<file path="src/rtl/alu_serial_exec_if.sv">
// Request/response bundle for the slice-serial ALU.
// Handshake: start is accepted only while busy=0; done pulses for one cycle with result/zero/illegalOp valid.
interface alu_serial_exec_if #(
    parameter int WIDTH = 32
);
    logic             start;
    logic [3:0]       aluCtrl;
    logic [WIDTH-1:0] operandA;
    logic [WIDTH-1:0] operandB;
    logic             busy;
    logic             done;
    logic [WIDTH-1:0] result;
    logic             zero;
    logic             illegalOp;

    modport master (
        output start, aluCtrl, operandA, operandB,
        input  busy, done, result, zero, illegalOp
    );

    modport slave (
        input  start, aluCtrl, operandA, operandB,
        output busy, done, result, zero, illegalOp
    );
endinterface

</file>
<file path="src/rtl/alu_serial_exec.sv">
// Slice-serial add/sub/and/or unit: SLICE bits per cycle, LSB slice first, start/busy/done handshake.
module alu_serial_exec #(
    parameter int WIDTH = 32,
    parameter int SLICE = 8
) (
    input  logic               clk,
    input  logic               reset,
    alu_serial_exec_if.slave   bus,
    output logic [1:0]         dbg_state_o
);
    localparam int N  = WIDTH / SLICE;
    localparam int CW = (N > 1) ? $clog2(N) : 1;

    localparam logic [1:0] S_IDLE = 2'd0;
    localparam logic [1:0] S_RUN  = 2'd1;
    localparam logic [1:0] S_DONE = 2'd2;

    localparam logic [3:0] OP_AND = 4'b0000;
    localparam logic [3:0] OP_OR  = 4'b0001;
    localparam logic [3:0] OP_ADD = 4'b0010;
    localparam logic [3:0] OP_SUB = 4'b0110;

    logic [1:0]       state_q, state_d;
    logic [CW-1:0]    cnt_q, cnt_d;
    logic             carry_q, carry_d;
    logic [WIDTH-1:0] a_q, a_d, b_q, b_d, res_q, res_d;
    logic [3:0]       ctrl_q, ctrl_d;
    logic             zero_q, zero_d, ill_q, ill_d;

    logic [SLICE-1:0] sl_a, sl_b, sl_b_eff, sl_res;
    logic [SLICE:0]   sl_sum;
    logic             legal;
    logic             last_slice;

    always_comb begin
        sl_a = '0;
        sl_b = '0;
        for (int i = 0; i < N; i++) begin
            if (cnt_q == CW'(i)) begin
                sl_a = a_q[i*SLICE +: SLICE];
                sl_b = b_q[i*SLICE +: SLICE];
            end
        end
        legal      = (ctrl_q == OP_AND) || (ctrl_q == OP_OR) ||
                     (ctrl_q == OP_ADD) || (ctrl_q == OP_SUB);
        sl_b_eff   = (ctrl_q == OP_SUB) ? ~sl_b : sl_b;
        sl_sum     = {1'b0, sl_a} + {1'b0, sl_b_eff} + {{SLICE{1'b0}}, carry_q};
        last_slice = (cnt_q == CW'(N - 1));
        case (ctrl_q)
            OP_ADD, OP_SUB: sl_res = sl_sum[SLICE-1:0];
            OP_AND:         sl_res = sl_a & sl_b;
            OP_OR:          sl_res = sl_a | sl_b;
            default:        sl_res = '0;
        endcase
    end

    always_comb begin
        state_d = state_q;
        cnt_d   = cnt_q;
        carry_d = carry_q;
        a_d     = a_q;
        b_d     = b_q;
        ctrl_d  = ctrl_q;
        res_d   = res_q;
        zero_d  = zero_q;
        ill_d   = ill_q;
        case (state_q)
            S_IDLE: begin
                if (bus.start) begin
                    a_d     = bus.operandA;
                    b_d     = bus.operandB;
                    ctrl_d  = bus.aluCtrl;
                    cnt_d   = '0;
                    carry_d = (bus.aluCtrl == OP_SUB);
                    state_d = S_RUN;
                end
            end
            S_RUN: begin
                for (int i = 0; i < N; i++) begin
                    if (cnt_q == CW'(i)) res_d[i*SLICE +: SLICE] = sl_res;
                end
                carry_d = sl_sum[SLICE];
                cnt_d   = cnt_q + CW'(1);
                if (last_slice) begin
                    // Flags are taken from the fully assembled result, including this last slice.
                    zero_d  = (res_d == '0);
                    ill_d   = !legal;
                    state_d = S_DONE;
                end
            end
            S_DONE:  state_d = S_IDLE;
            default: state_d = S_IDLE;
        endcase
    end

    always_ff @(posedge clk) begin
        if (reset) begin
            state_q <= S_IDLE;
            cnt_q   <= '0;
            carry_q <= 1'b0;
            a_q     <= '0;
            b_q     <= '0;
            ctrl_q  <= '0;
            res_q   <= '0;
            zero_q  <= 1'b0;
            ill_q   <= 1'b0;
        end else begin
            state_q <= state_d;
            cnt_q   <= cnt_d;
            carry_q <= carry_d;
            a_q     <= a_d;
            b_q     <= b_d;
            ctrl_q  <= ctrl_d;
            res_q   <= res_d;
            zero_q  <= zero_d;
            ill_q   <= ill_d;
        end
    end

    assign bus.busy      = (state_q != S_IDLE);
    assign bus.done      = (state_q == S_DONE);
    assign bus.result    = res_q;
    assign bus.zero      = zero_q;
    assign bus.illegalOp = ill_q;
    assign dbg_state_o   = state_q;
endmodule

</file>
<file path="src/flat_wrapper.sv">
// flat-port wrapper written by rule: the top's interface ports become plain ports
module alu_serial_exec_flat 
#(
    parameter int WIDTH = 32,
    parameter int SLICE = 8
)
  (clk, reset, dbg_state_o, bus_start, bus_aluCtrl, bus_operandA, bus_operandB, bus_busy, bus_done, bus_result, bus_zero, bus_illegalOp);
  alu_serial_exec_if #(.WIDTH(WIDTH)) bus_i ();
  input  logic clk;
  input  logic reset;
  output logic [1:0] dbg_state_o;
  input wire logic [$bits(bus_i.start)-1:0] bus_start;
  input wire logic [$bits(bus_i.aluCtrl)-1:0] bus_aluCtrl;
  input wire logic [$bits(bus_i.operandA)-1:0] bus_operandA;
  input wire logic [$bits(bus_i.operandB)-1:0] bus_operandB;
  output wire logic [$bits(bus_i.busy)-1:0] bus_busy;
  output wire logic [$bits(bus_i.done)-1:0] bus_done;
  output wire logic [$bits(bus_i.result)-1:0] bus_result;
  output wire logic [$bits(bus_i.zero)-1:0] bus_zero;
  output wire logic [$bits(bus_i.illegalOp)-1:0] bus_illegalOp;
  assign bus_i.start = bus_start;
  assign bus_i.aluCtrl = bus_aluCtrl;
  assign bus_i.operandA = bus_operandA;
  assign bus_i.operandB = bus_operandB;
  assign bus_busy = bus_i.busy;
  assign bus_done = bus_i.done;
  assign bus_result = bus_i.result;
  assign bus_zero = bus_i.zero;
  assign bus_illegalOp = bus_i.illegalOp;
  alu_serial_exec #(.WIDTH(WIDTH), .SLICE(SLICE)) u_core (.clk(clk), .reset(reset), .bus(bus_i), .dbg_state_o(dbg_state_o));
endmodule
</file>
<file path="config.mk">
export PLATFORM = sky130hd
export DESIGN_NAME = alu_serial_exec_flat
export DESIGN_NICKNAME = d
export VERILOG_FILES = /design/src/rtl/alu_serial_exec_if.sv /design/src/rtl/alu_serial_exec.sv /design/src/flat_wrapper.sv
export SDC_FILE = /design/constraint.sdc
export NUM_CORES = 1
export LEC_CHECK = 0
export CORE_MARGIN = 2
export CORE_UTILIZATION = 30
export DETAILED_ROUTE_END_ITERATION = 7
export PLACE_DENSITY = 0.62
export SLEW_MARGIN = 20
export SYNTH_ARGS = -nofsm -noshare
export SYNTH_HDL_FRONTEND = slang
export SYNTH_SLANG_ARGS = --single-unit
</file>
<file path="constraint.sdc">
create_clock -name clk -period 3.6 [get_ports clk]
set_input_delay 0.36 -clock clk [delete_from_list [all_inputs] [get_ports clk]]
set_output_delay 0.36 -clock clk [all_outputs]
set_load 0.05 [all_outputs]
</file>
==> summary.txt <==
Outcome - finished clean
Main combinational cell family by area after synthesis - simple AND/OR/NAND/NOR gates
DP Wirelength - 10.8 mm
Most used DFF post-synth - dfxtp_1
Final Cycle Share - 94.4%
Chip Height - 136 µm
# clock sinks - 107
Pwr dens - 420 nW/µm²
Min-Delay Path Depth - 2
Die Area - 18500 µm²
CP max stage cell - fa_2
Worst Tran Pin Value - 0.771 ns
Routed WL - 14.5 mm
Post-route setup TNS - 0 ns
Top cell type's share of synthesized area - 41.0%
Slew headroom - 48.6%
Synth Area in Adders - 4.65%
Core box area - 17200 µm²
Area Growth Syn to Fin - 33.5%
Largest net degree at the start of global routing - 71
Clock Latency Late Sink - 0.35 ns
Overall Power - 2.93 mW
Grt total ovfl - 0
Most common cell in the netlist - nand2_1
Synth area leaders - dfxtp_1 41%, nand2_1 11%, a21oi_1 8.1%
Mapped Area - 5220 µm²
Hold Worst Slack - 0.455 ns
Post-Synthesis Mean Instance Area - 8.01 µm²
First-pass GRT wire length - 23.1 mm
Fill cells - 1826
Pleak - 2.56 nW
Initial antenna violation count - 0
Drt initial violations - 275
Ant. Diodes - 0
Slew Viols, Final - 0
Site Rows - 48
I/O Pins - 109
H-Tree Depth - 3
Share of layout cells above drive strength 1 - 11.4%
Reg-to-reg endpoint - u_core.bus.zero
CTS Hold Bufs - 0
Critical path class - flop to flop
Clock transition at the registers of the reported paths - 0.07 ns
Post-synthesis simple-gate area fraction - 24.1%
Avg WL per Cell - 14.8 µm
Final setup violation count - 0
Die X - 136 µm
Reg2reg start - u_core.cnt_q[1]
Clk buf depth - 2
Setup WS pre-CTS - -0.00992 ns
Min Clock Period, post-route - 3.40 ns
Gp weighted congestion - 0.887
VDD IR max - 0.000219 V
Final nets - 834
Number of hold violations in the final report - 0
Worst-path fanout max - 8
Layout Utilization - 40.6%
Crit path required time - 3.87 ns
Antenna viol nets, final - 0
Hold Startpoint - u_core.a_q[22]
Clock root cell - clkbuf_16
DRC Markers - 0
Maxcap violations - 0
Achievable frequency - 294 MHz
CP cell instances - inv_1 -> ha_4 -> nand3b_1 -> a211oi_2 -> xnor2_1 -> fa_2 -> fa_2 -> nor2b_1 -> o21ai_0 -> xnor2_1 -> a22oi_4 -> nand2_1 -> o31a_1 -> o31ai_2
Mux cell area share after synthesis - 0.767%
All-layer global routing usage - 16.0%
Yosys warns - 0
Port Buffers - 108
Vias in the first global route - 4424
Number of flops mapped to enable cells by yosys - 0
Critical path arrival - 3.67 ns
Detailed-route via count - 4723
Reg2reg path depth - 14
TritonRoute pass-1 iters - 4
Largest area contributor in the netlist - dfxtp_1
Share of async-settable or async-resettable flops after synthesis - 0%
Mapped Cells - 652
Synth Register Bits - 107
Post-Synth XOR/XNOR Area - 2.35%
CTS tree - done
Routed vias/inst - 4.82
CTS Buf Count - 9
Register area share after synthesis - 41.0%
Compound-Gate Fraction of Synth Area - 21.2%
Yosys cell types - 52
Post-synth net total - 736
R2R Setup Slk - 0.20 ns
Synth cell count leaders - 150 x nand2_1, 107 x dfxtp_1, 85 x a21oi_1, 52 x nor2_1, 41 x a211oi_1
Initial Utilization - 30.4%
Min-Delay Endpoint - u_core.a_q[22]
Clk_skew - 0.00899 ns
Hold Crit Class - flop to flop
Final worst setup slack - 0.202 ns
Crit-path max cell delay - 0.43 ns
Worst setup EP type - flop
Worst setup SP type - flop
==> logic make-up after synthesis <==
| group | Yosys count |
|---|---|
| AO/OA/AOI/OAI | 167 |
| XOR/XNOR | 14 |
| adder cells (fa/ha/maj) | 19 |
| buffers and inverters | 66 |
| flip-flops | 107 |
| multiplexers | 4 |
| AND/OR/NAND/NOR | 275 |
==> layout by cell type, fill, tap and decap left out, types with 13 or more instances in the layout <==
cell and count:
a21oi_1 84, nor2b_1 13, nand3b_1 13, clkdlybuf4s50_1 107, a211oi_1 39, nand2_1 149
buf_4 31, dfxtp_1 106, inv_1 13, nor2_1 52
==> metal layers <==
metal / routed length, µm / vias up / GRT usage, %
li1: - / 2434 / -
met1: 6910 / 2166 / 21.6
met2: 6790 / 109 / 26.1
met3: 593 / 14 / 2.65
met4: 235 / 0 / 5.09
met5: 0 / - / 0
==> worst max-delay path: cells and delay by family, from the launching register on <==
family	cells	cell delay, ns
AOI/OAI and AO/OA	5	1.08
adders and majority gates	3	1.03
and+or+nand+nor	3	0.40
DFF	1	0.38
xor gates and xnor gates	2	0.31
buffers and inverters	1	0.13
==> state kept, by name (all words and copies together) (netlist names) <==
name and count:
u_core.bus.result 32, u_core.cnt_q 2, u_core.bus.zero 1, u_core.b_q 32, u_core.carry_q 1, u_core.dbg_state_o 2
u_core.a_q 32, u_core.bus.illegalOp 1, u_core.ctrl_q 4
==> what timing repair did <==
item                                    4_1_cts  5_1_grt
buffers inserted                              0        1
gates cloned                                  0        0
endpoints found under the setup margin        3       16
pin swaps                                     0        2
hold endpoints to repair                      0        0
resized for setup                             1       15
==> worst max-delay path by stage <==
| stage | endpoint | startpoint | cells past startpoint |
|---|---|---|---|
| global placement | u_core.bus.zero | u_core.cnt_q[0] | 14 |
| global route | u_core.bus.result[30] | u_core.cnt_q[0] | 15 |
| CTS | u_core.bus.zero | u_core.cnt_q[1] | 15 |
| detailed placement | u_core.bus.result[6] | u_core.cnt_q[1] | 14 |
| floorplan | u_core.bus.zero | u_core.cnt_q[0] | 16 |
| finish | u_core.bus.zero | u_core.cnt_q[1] | 14 |
==> report_power, final <==
part           internal [mW]  total [mW]  switching, mW
clock network          0.600        1.04          0.439
logic                  0.260       0.594          0.334
registers               1.25        1.29         0.0466
total                   2.11        2.93          0.819
==> per-stage QoR <==
| step | instance area (µm²) | std cells |
|---|---|---|
| after CTS | 6890 | 979 |
| after global placement | 6570 | 963 |
| final | 6970 | 980 |
| after floorplan | 5220 | 652 |
| after global routing | 6970 | 980 |
| after detailed placement | 6570 | 963 |
==> layout make-up <==
type                            instances  area [µm²]  area share (%)
Timing Repair Buffer                  139        1320            19.0
Clock buffer                           12         267            3.82
Inverter                               14        52.6           0.754
Sequential cell                       107        2140            30.7
Tap cell                              225         282            4.04
Clock inverter                          4        55.1           0.790
Multi-Input combinational cell        479        2850            40.9
Power figures use the tool's default switching activity.
